`src/rtl/lcd_send_arbiter_if.sv`:
```
// Requester-side and LCD-engine-side signals of the send arbiter, bundled as one interface.
// The arbiter uses the slave view; the driving environment uses the master view.
interface lcd_send_arbiter_if #(
  parameter int N_REQ  = 4,
  parameter int TEXT_W = 128
);
  logic [N_REQ-1:0]        req;
  logic [N_REQ*TEXT_W-1:0] req_text;
  logic [N_REQ-1:0]        grant;
  logic [N_REQ-1:0]        done;
  logic                    timeout;
  logic                    err;
  logic                    busy;
  logic                    send_text;
  logic [TEXT_W-1:0]       text;
  logic                    sending_done;

  modport slave (
    input  req, req_text, sending_done,
    output grant, done, timeout, err, busy, send_text, text
  );

  modport master (
    output req, req_text, sending_done,
    input  grant, done, timeout, err, busy, send_text, text
  );
endinterface

```
`src/rtl/lcd_send_arbiter.sv`:
```
// Round-robin arbiter sharing one LCD text engine between N_REQ requesters,
// with launch pulse, completion/timeout release and a hold-off gap between grants.
module lcd_send_arbiter #(
  parameter int N_REQ   = 4,
  parameter int TEXT_W  = 128,
  parameter int TIMEOUT = 2000000,
  parameter int HOLDOFF = 16
) (
  input logic              CLK,
  input logic              RST,
  lcd_send_arbiter_if.slave bus
);

  localparam int PW = (N_REQ > 1) ? $clog2(N_REQ) : 1;
  localparam int TW = $clog2(TIMEOUT + 1);
  localparam int GW = $clog2(HOLDOFF + 1);

  localparam logic [TW-1:0] TIMER_LAST = TW'(TIMEOUT - 1);
  localparam logic [TW-1:0] TIMER_MAX  = TW'(TIMEOUT);
  localparam logic [GW-1:0] GAP_LAST   = GW'(HOLDOFF - 1);
  localparam logic [PW-1:0] PTR_INIT   = PW'(N_REQ - 1);
  localparam logic [N_REQ-1:0] ONE_HOT0 = {{(N_REQ-1){1'b0}}, 1'b1};

  typedef enum logic [1:0] {IDLE, LAUNCH, WAIT, GAP} state_t;

  state_t              state;
  logic [PW-1:0]       ptr;
  logic [TW-1:0]       timer;
  logic [GW-1:0]       gap_cnt;
  logic [N_REQ-1:0]    grant_q;
  logic [N_REQ-1:0]    done_q;
  logic                timeout_q;
  logic                err_q;
  logic                busy_q;
  logic                send_q;
  logic [TEXT_W-1:0]   text_q;

  logic                found;
  logic [PW-1:0]       win;

  // Searches downward in distance so the requester nearest after p is written last and wins.
  function automatic logic [PW:0] pick(input logic [N_REQ-1:0] r, input logic [PW-1:0] p);
    logic [PW:0] res;
    int idx;
    res = '0;
    for (int k = N_REQ; k >= 1; k--) begin
      idx = (int'(p) + k) % N_REQ;
      if (r[idx]) res = {1'b1, PW'(idx)};
    end
    return res;
  endfunction

  always_comb begin
    {found, win} = pick(bus.req, ptr);
  end

  always_ff @(posedge CLK or posedge RST) begin
    if (RST) begin
      state     <= IDLE;
      ptr       <= PTR_INIT;
      timer     <= '0;
      gap_cnt   <= '0;
      grant_q   <= '0;
      done_q    <= '0;
      timeout_q <= 1'b0;
      err_q     <= 1'b0;
      busy_q    <= 1'b0;
      send_q    <= 1'b0;
      text_q    <= '0;
    end else begin
      send_q    <= 1'b0;
      done_q    <= '0;
      timeout_q <= 1'b0;
      case (state)
        IDLE: begin
          if (found) begin
            grant_q <= ONE_HOT0 << win;
            text_q  <= bus.req_text[int'(win)*TEXT_W +: TEXT_W];
            busy_q  <= 1'b1;
            send_q  <= 1'b1;
            ptr     <= win;
            state   <= LAUNCH;
          end
        end
        LAUNCH: begin
          timer <= '0;
          state <= WAIT;
        end
        WAIT: begin
          // Completion takes priority over the timeout on the last permitted cycle.
          if (bus.sending_done) begin
            done_q  <= grant_q;
            grant_q <= '0;
            gap_cnt <= '0;
            state   <= GAP;
          end else if (timer >= TIMER_LAST) begin
            done_q    <= grant_q;
            timeout_q <= 1'b1;
            err_q     <= 1'b1;
            grant_q   <= '0;
            gap_cnt   <= '0;
            state     <= GAP;
          end else if (timer != TIMER_MAX) begin
            timer <= timer + 1'b1;
          end
        end
        GAP: begin
          if (gap_cnt >= GAP_LAST) begin
            busy_q <= 1'b0;
            state  <= IDLE;
          end else begin
            gap_cnt <= gap_cnt + 1'b1;
          end
        end
        default: state <= IDLE;
      endcase
    end
  end

  assign bus.grant     = grant_q;
  assign bus.done      = done_q;
  assign bus.timeout   = timeout_q;
  assign bus.err       = err_q;
  assign bus.busy      = busy_q;
  assign bus.send_text = send_q;
  assign bus.text      = text_q;

endmodule

```
`src/flat_wrapper.sv`:
```
// flat-port wrapper written by rule: the top's interface ports become plain ports
module lcd_send_arbiter_flat 
#(
  parameter int N_REQ   = 4,
  parameter int TEXT_W  = 128,
  parameter int TIMEOUT = 2000000,
  parameter int HOLDOFF = 16
)
  (CLK, RST, bus_req, bus_req_text, bus_sending_done, bus_grant, bus_done, bus_timeout, bus_err, bus_busy, bus_send_text, bus_text);
  lcd_send_arbiter_if #(.N_REQ(N_REQ), .TEXT_W(TEXT_W)) bus_i ();
  input logic CLK;
  input logic RST;
  input wire logic [$bits(bus_i.req)-1:0] bus_req;
  input wire logic [$bits(bus_i.req_text)-1:0] bus_req_text;
  input wire logic [$bits(bus_i.sending_done)-1:0] bus_sending_done;
  output wire logic [$bits(bus_i.grant)-1:0] bus_grant;
  output wire logic [$bits(bus_i.done)-1:0] bus_done;
  output wire logic [$bits(bus_i.timeout)-1:0] bus_timeout;
  output wire logic [$bits(bus_i.err)-1:0] bus_err;
  output wire logic [$bits(bus_i.busy)-1:0] bus_busy;
  output wire logic [$bits(bus_i.send_text)-1:0] bus_send_text;
  output wire logic [$bits(bus_i.text)-1:0] bus_text;
  assign bus_i.req = bus_req;
  assign bus_i.req_text = bus_req_text;
  assign bus_i.sending_done = bus_sending_done;
  assign bus_grant = bus_i.grant;
  assign bus_done = bus_i.done;
  assign bus_timeout = bus_i.timeout;
  assign bus_err = bus_i.err;
  assign bus_busy = bus_i.busy;
  assign bus_send_text = bus_i.send_text;
  assign bus_text = bus_i.text;
  lcd_send_arbiter #(.N_REQ(N_REQ), .TEXT_W(TEXT_W), .TIMEOUT(TIMEOUT), .HOLDOFF(HOLDOFF)) u_core (.CLK(CLK), .RST(RST), .bus(bus_i));
endmodule
```
`config.mk`:
```
export PLATFORM = sky130hd
export DESIGN_NAME = lcd_send_arbiter_flat
export DESIGN_NICKNAME = d
export VERILOG_FILES = /design/src/rtl/lcd_send_arbiter_if.sv /design/src/rtl/lcd_send_arbiter.sv /design/src/flat_wrapper.sv
export SDC_FILE = /design/constraint.sdc
export NUM_CORES = 1
export LEC_CHECK = 0
export ABC_AREA = 1
export CELL_PAD_IN_SITES_DETAIL_PLACEMENT = 0
export CELL_PAD_IN_SITES_GLOBAL_PLACEMENT = 1
export CORE_AREA = 2 2 255 257
export CTS_CLUSTER_DIAMETER = 40
export DETAILED_ROUTE_END_ITERATION = 12
export DIE_AREA = 0 0 257 259
export PLACE_DENSITY_LB_ADDON = 0.1
export SLEW_MARGIN = 20
export SYNTH_ARGS = -nofsm -noshare
export SYNTH_HDL_FRONTEND = slang
export SYNTH_SLANG_ARGS = --single-unit
```
`constraint.sdc`:
```
create_clock -name CLK -period 6.2 [get_ports CLK]
set_input_delay 1.55 -clock CLK [delete_from_list [all_inputs] [get_ports CLK]]
set_output_delay 1.55 -clock CLK [all_outputs]
set_load 0.05 [all_outputs]
```
==> results by group <==
Floorplanning
  – Starting density of the core: 0.199
  – Num ports: ~660
  – Area of the core: roughly 0.064 mm²
  – Die X: around 260 µm
  – Die height: around 260 µm
  – Row count: 93
  – Die area: 0.0666 mm²

Logic synthesis
  – Syn_area_per_cell: 5.83 µm²
  – Area fraction of the dominant cell type after synthesis: 0.409
  – YS warnings: 0
  – Yosys cell types: 29
  – FF+latch count, synth: 170
  – Synth Instances: 2,179
  – Cell taking the most area after synthesis: nand2_1
  – Area of the mapped netlist: about 0.013 mm²
  – Area contributors post-synth: nand2_1 41%, dfrtp_1 33%, nand3_1 12%
  – Synthesized Nets: around 2,700
  – Seq/Total Area, Yosys: 0.335

Clock tree
  – CTS tree: done
  – CTS root buf: clkbuf_16
  – Clk sink count: 170
  – Total CTS buffers: 17
  – Reg clk slew, reported paths: around 0.07 ns
  – Clock buffer depth: 2
  – H-tree depth: 4
  – Later-pin clock latency in the skew report: slightly below 0.5 ns
  – Cts repair resizes: 0
  – Hold_buf cts: 0
  – Post-CTS Setup Bufs: 0

Power
  – Switching Share: 0.602
  – Leak: slightly above 10 nW
  – Cell internal pwr: 0.00498 W
  – VDD IR max: a little over 0.6 mV
  – Switching power total: between 0.007 and 0.008 W
  – PD cells: 613 mW/mm²
  – Share of power burned in registers: 0.144
  – Clk pwr share: 0.094
  – Comb pwr share: 0.762

Place
  – GPL Wtd Cong: just under 0.9
  – Place WS: approximately 1.4 ns
  – Post-DP HPWL: between 40,000 and 50,000 µm
  – # port buffers: approximately 660

Run
  – Maxcap violations: 0

Routing
  – Antenna Nets Post-Route: 0
  – Routed vias/inst: between 4 and 5
  – Routed WL per cell: 18.8 µm
  – Vias: 15,614
  – DRC violation count after routing: 0
  – DR iter-0 viols: around 960
  – Drt total wl: 67,700 µm
  – First-pass iteration count of the detailed router: 5

Worst setup path
  – Worst Path Arrival: ~4.7 ns
  – Slowest stage delay, CP: between 0.5 and 0.6 ns
  – Worst endpoint required time: roughly 6.6 ns
  – Largest delay share family, worst path: simple AND/OR/NAND/NOR gates
  – CP endpoint kind: register
  – Crit-path slowest cell: nand2_8
  – Cells along the critical path: clkdlybuf4s50_1 > nand2_1 > nand2_1 > nand2_1 > nand2_1 > inv_2 > nand3_4 > nand2_8 > buf_12 > nand2_1 > nand2_1 > nand2_1 > nand2_1 > nand2_1 > nand2_1
  – Crit Path Class: in -> reg
  – CP Buf/Inv Count: 3
  – Startpoint class of the critical path: primary input
  – Critical-path maximum fanout: ~110
  – Most frequent CP cell: nand2_1

Cells and area
  – Area delta synth->final: 60.6%
  – Final core occ: 0.319
  – Share of cells above drive strength 1: 0.0259
  – Layout Nets: 3,255

Timing
  – Final count of pins violating max slew: 0
  – Final Hold Fails: 0
  – Slew HR: 0.262
  – Fmax: approximately 230 MHz
  – Fin crit period: roughly 4.3 ns
  – Fin crit share: 0.689
  – Setup TNS: 0 ns
  – Setup Skew: between 0.015 and 0.02 ns
  – RSZ-0062 raised after global routing: false
  – Setup WS post-layout: about 1.9 ns
  – Setup violators final: 0
  – Hold slack: between 0.4 and 0.5 ns
  – Slew @ Worst Pin: 1.11 ns

GRT
  – Initial antenna violation count: 11
  – Global-route wire length before repair: roughly 100,000 µm
  – Vias in the first global route: ~15,000
  – GRT Total Usage: 0.197
  – Largest net degree at the start of global routing: about 150
  – Grt total ovfl: 0

Hold path
  – Min-delay worst type: reg -> reg

Outcome
  – Status: completed
logic make-up (layout without fill, tap and decap cells):
| logic type | count (synthesis) | in the layout | share of synthesized area |
|---|---|---|---|
| simple gates | 1748 | 1748 | 0.553 |
| buf+inv | 203 | 764 | 0.0816 |
| flops | 170 | 170 | 0.335 |
| compound gates | 44 | 44 | 0.0175 |
| fa+ha+maj | 9 | 9 | 0.00887 |
| xor+xnor | 5 | 5 | 0.00345 |
| other cells | 0 | 3 | 0 |
cells in the final DEF (no fill, tap or decap), drive strengths merged:
master | synthesis | layout
nand3 | 296 | 296
inv | 54 | 61
nand4 | 12 | 12
bufinv | 0 | 2
clkinv | 1 | 4
nor4 | 3 | 3
clkbuf | 29 | 17
nor2 | 36 | 36
xor2 | 5 | 5
diode | 0 | 3
or2 | 5 | 5
o21ai | 36 | 36
o21bai | 1 | 1
clkinvlp | 0 | 3
nand2 | 1388 | 1388
a21oi | 7 | 7
ha | 9 | 9
dfrtp | 168 | 168
clkdlybuf4s50 | 0 | 658
buf | 119 | 19
dfstp | 2 | 2
nor3 | 8 | 8
cells in the mapped netlist (all sizes together):
cell / count
nand2: 1388
nand3: 296
dfrtp: 168
buf: 119
inv: 54
nor2: 36
o21ai: 36
clkbuf: 29
nand4: 12
ha: 9
nor3: 8
a21oi: 7
or2: 5
xor2: 5
nor4: 3
dfstp: 2
clkinv: 1
o21bai: 1
metrics by stage:
step                power [W]  std cells  area [µm²]
floorplan             0.00865       2179       12700
global placement       0.0115       3563       19800
detailed placement     0.0115       3563       19800
CTS                    0.0128       3595       20400
global route           0.0138       3597       20400
finish                 0.0125       3598       20400
area by class of cell:
type                    instances  area, µm²
multi-input cells            1806       7450
repair buffers                677       6780
clock inverters                15        180
flip-flops and latches        170       4260
well taps                     855       1070
inverters                      55        221
fillers                      7036      43500
clock buffers                  17        425
diodes                          3       7.51
flip-flops by register name, indices dropped and copies added, names as in the netlist:
name                  count
u_core.bus.text         128
u_core.timer             21
u_core.gap_cnt            5
u_core.bus.done           4
u_core.bus.grant          4
u_core.ptr                2
u_core.state              2
u_core.bus.busy           1
u_core.bus.err            1
u_core.bus.send_text      1
u_core.bus.timeout        1
worst register-to-register path, cell delays in order, from the launching register on:
cell and delay [ns]:
dfstp_2 0.63, inv_4 0.10, nand2_1 0.07, nand2_1 0.07, nand2_1 0.18, nand2_1 0.13, inv_2 0.10, nand3_4 0.47
nand2_8 0.58, buf_12 0.41, nand2_1 0.28, nand2_1 0.12, nand2_1 0.06, nand2_1 0.10, nand2_1 0.05, nand2_1 0.07
path summary, 6_finish.rpt:
kind,from,to,slack [ns],cells after the start
min reg2reg,u_core.bus.text[116]$_DFFE_PP0P_,u_core.bus.text[116]$_DFFE_PP0P_,0.48,2
min,u_core.bus.text[116]$_DFFE_PP0P_,u_core.bus.text[116]$_DFFE_PP0P_,0.48,2
min in group asynchronous,RST,u_core.bus.text[89]$_DFFE_PP0P_,1.55,2
max reg2reg,u_core.ptr[0]$_DFFE_PP1P_,u_core.bus.text[112]$_DFFE_PP0P_,2.72,15
max,bus_req[1],u_core.bus.text[112]$_DFFE_PP0P_,1.93,15
max in group asynchronous,RST,u_core.bus.text[86]$_DFFE_PP0P_,3.42,3
layer usage:
metal / wire length (µm) / GRT usage / vias up
met5: 106 / 0 / -
met4: 793 / 0.0410 / 16
met3: 4860 / 0.0642 / 49
met2: 34100 / 0.346 / 461
met1: 27900 / 0.235 / 7233
li1: - / - / 7855
power by group through the flow:
stage	clock network, W	logic, W	registers, W
2_1_floorplan	0	0.00556	0.00309
3_3_place_gp	0	0.00974	0.00181
3_5_place_dp	0	0.00971	0.00181
4_1_cts	0.00123	0.00974	0.00180
5_1_grt	0.00127	0.0107	0.00185
6_report	0.00117	0.00953	0.00180
Note: power is estimated with default switching activity, not from simulation.
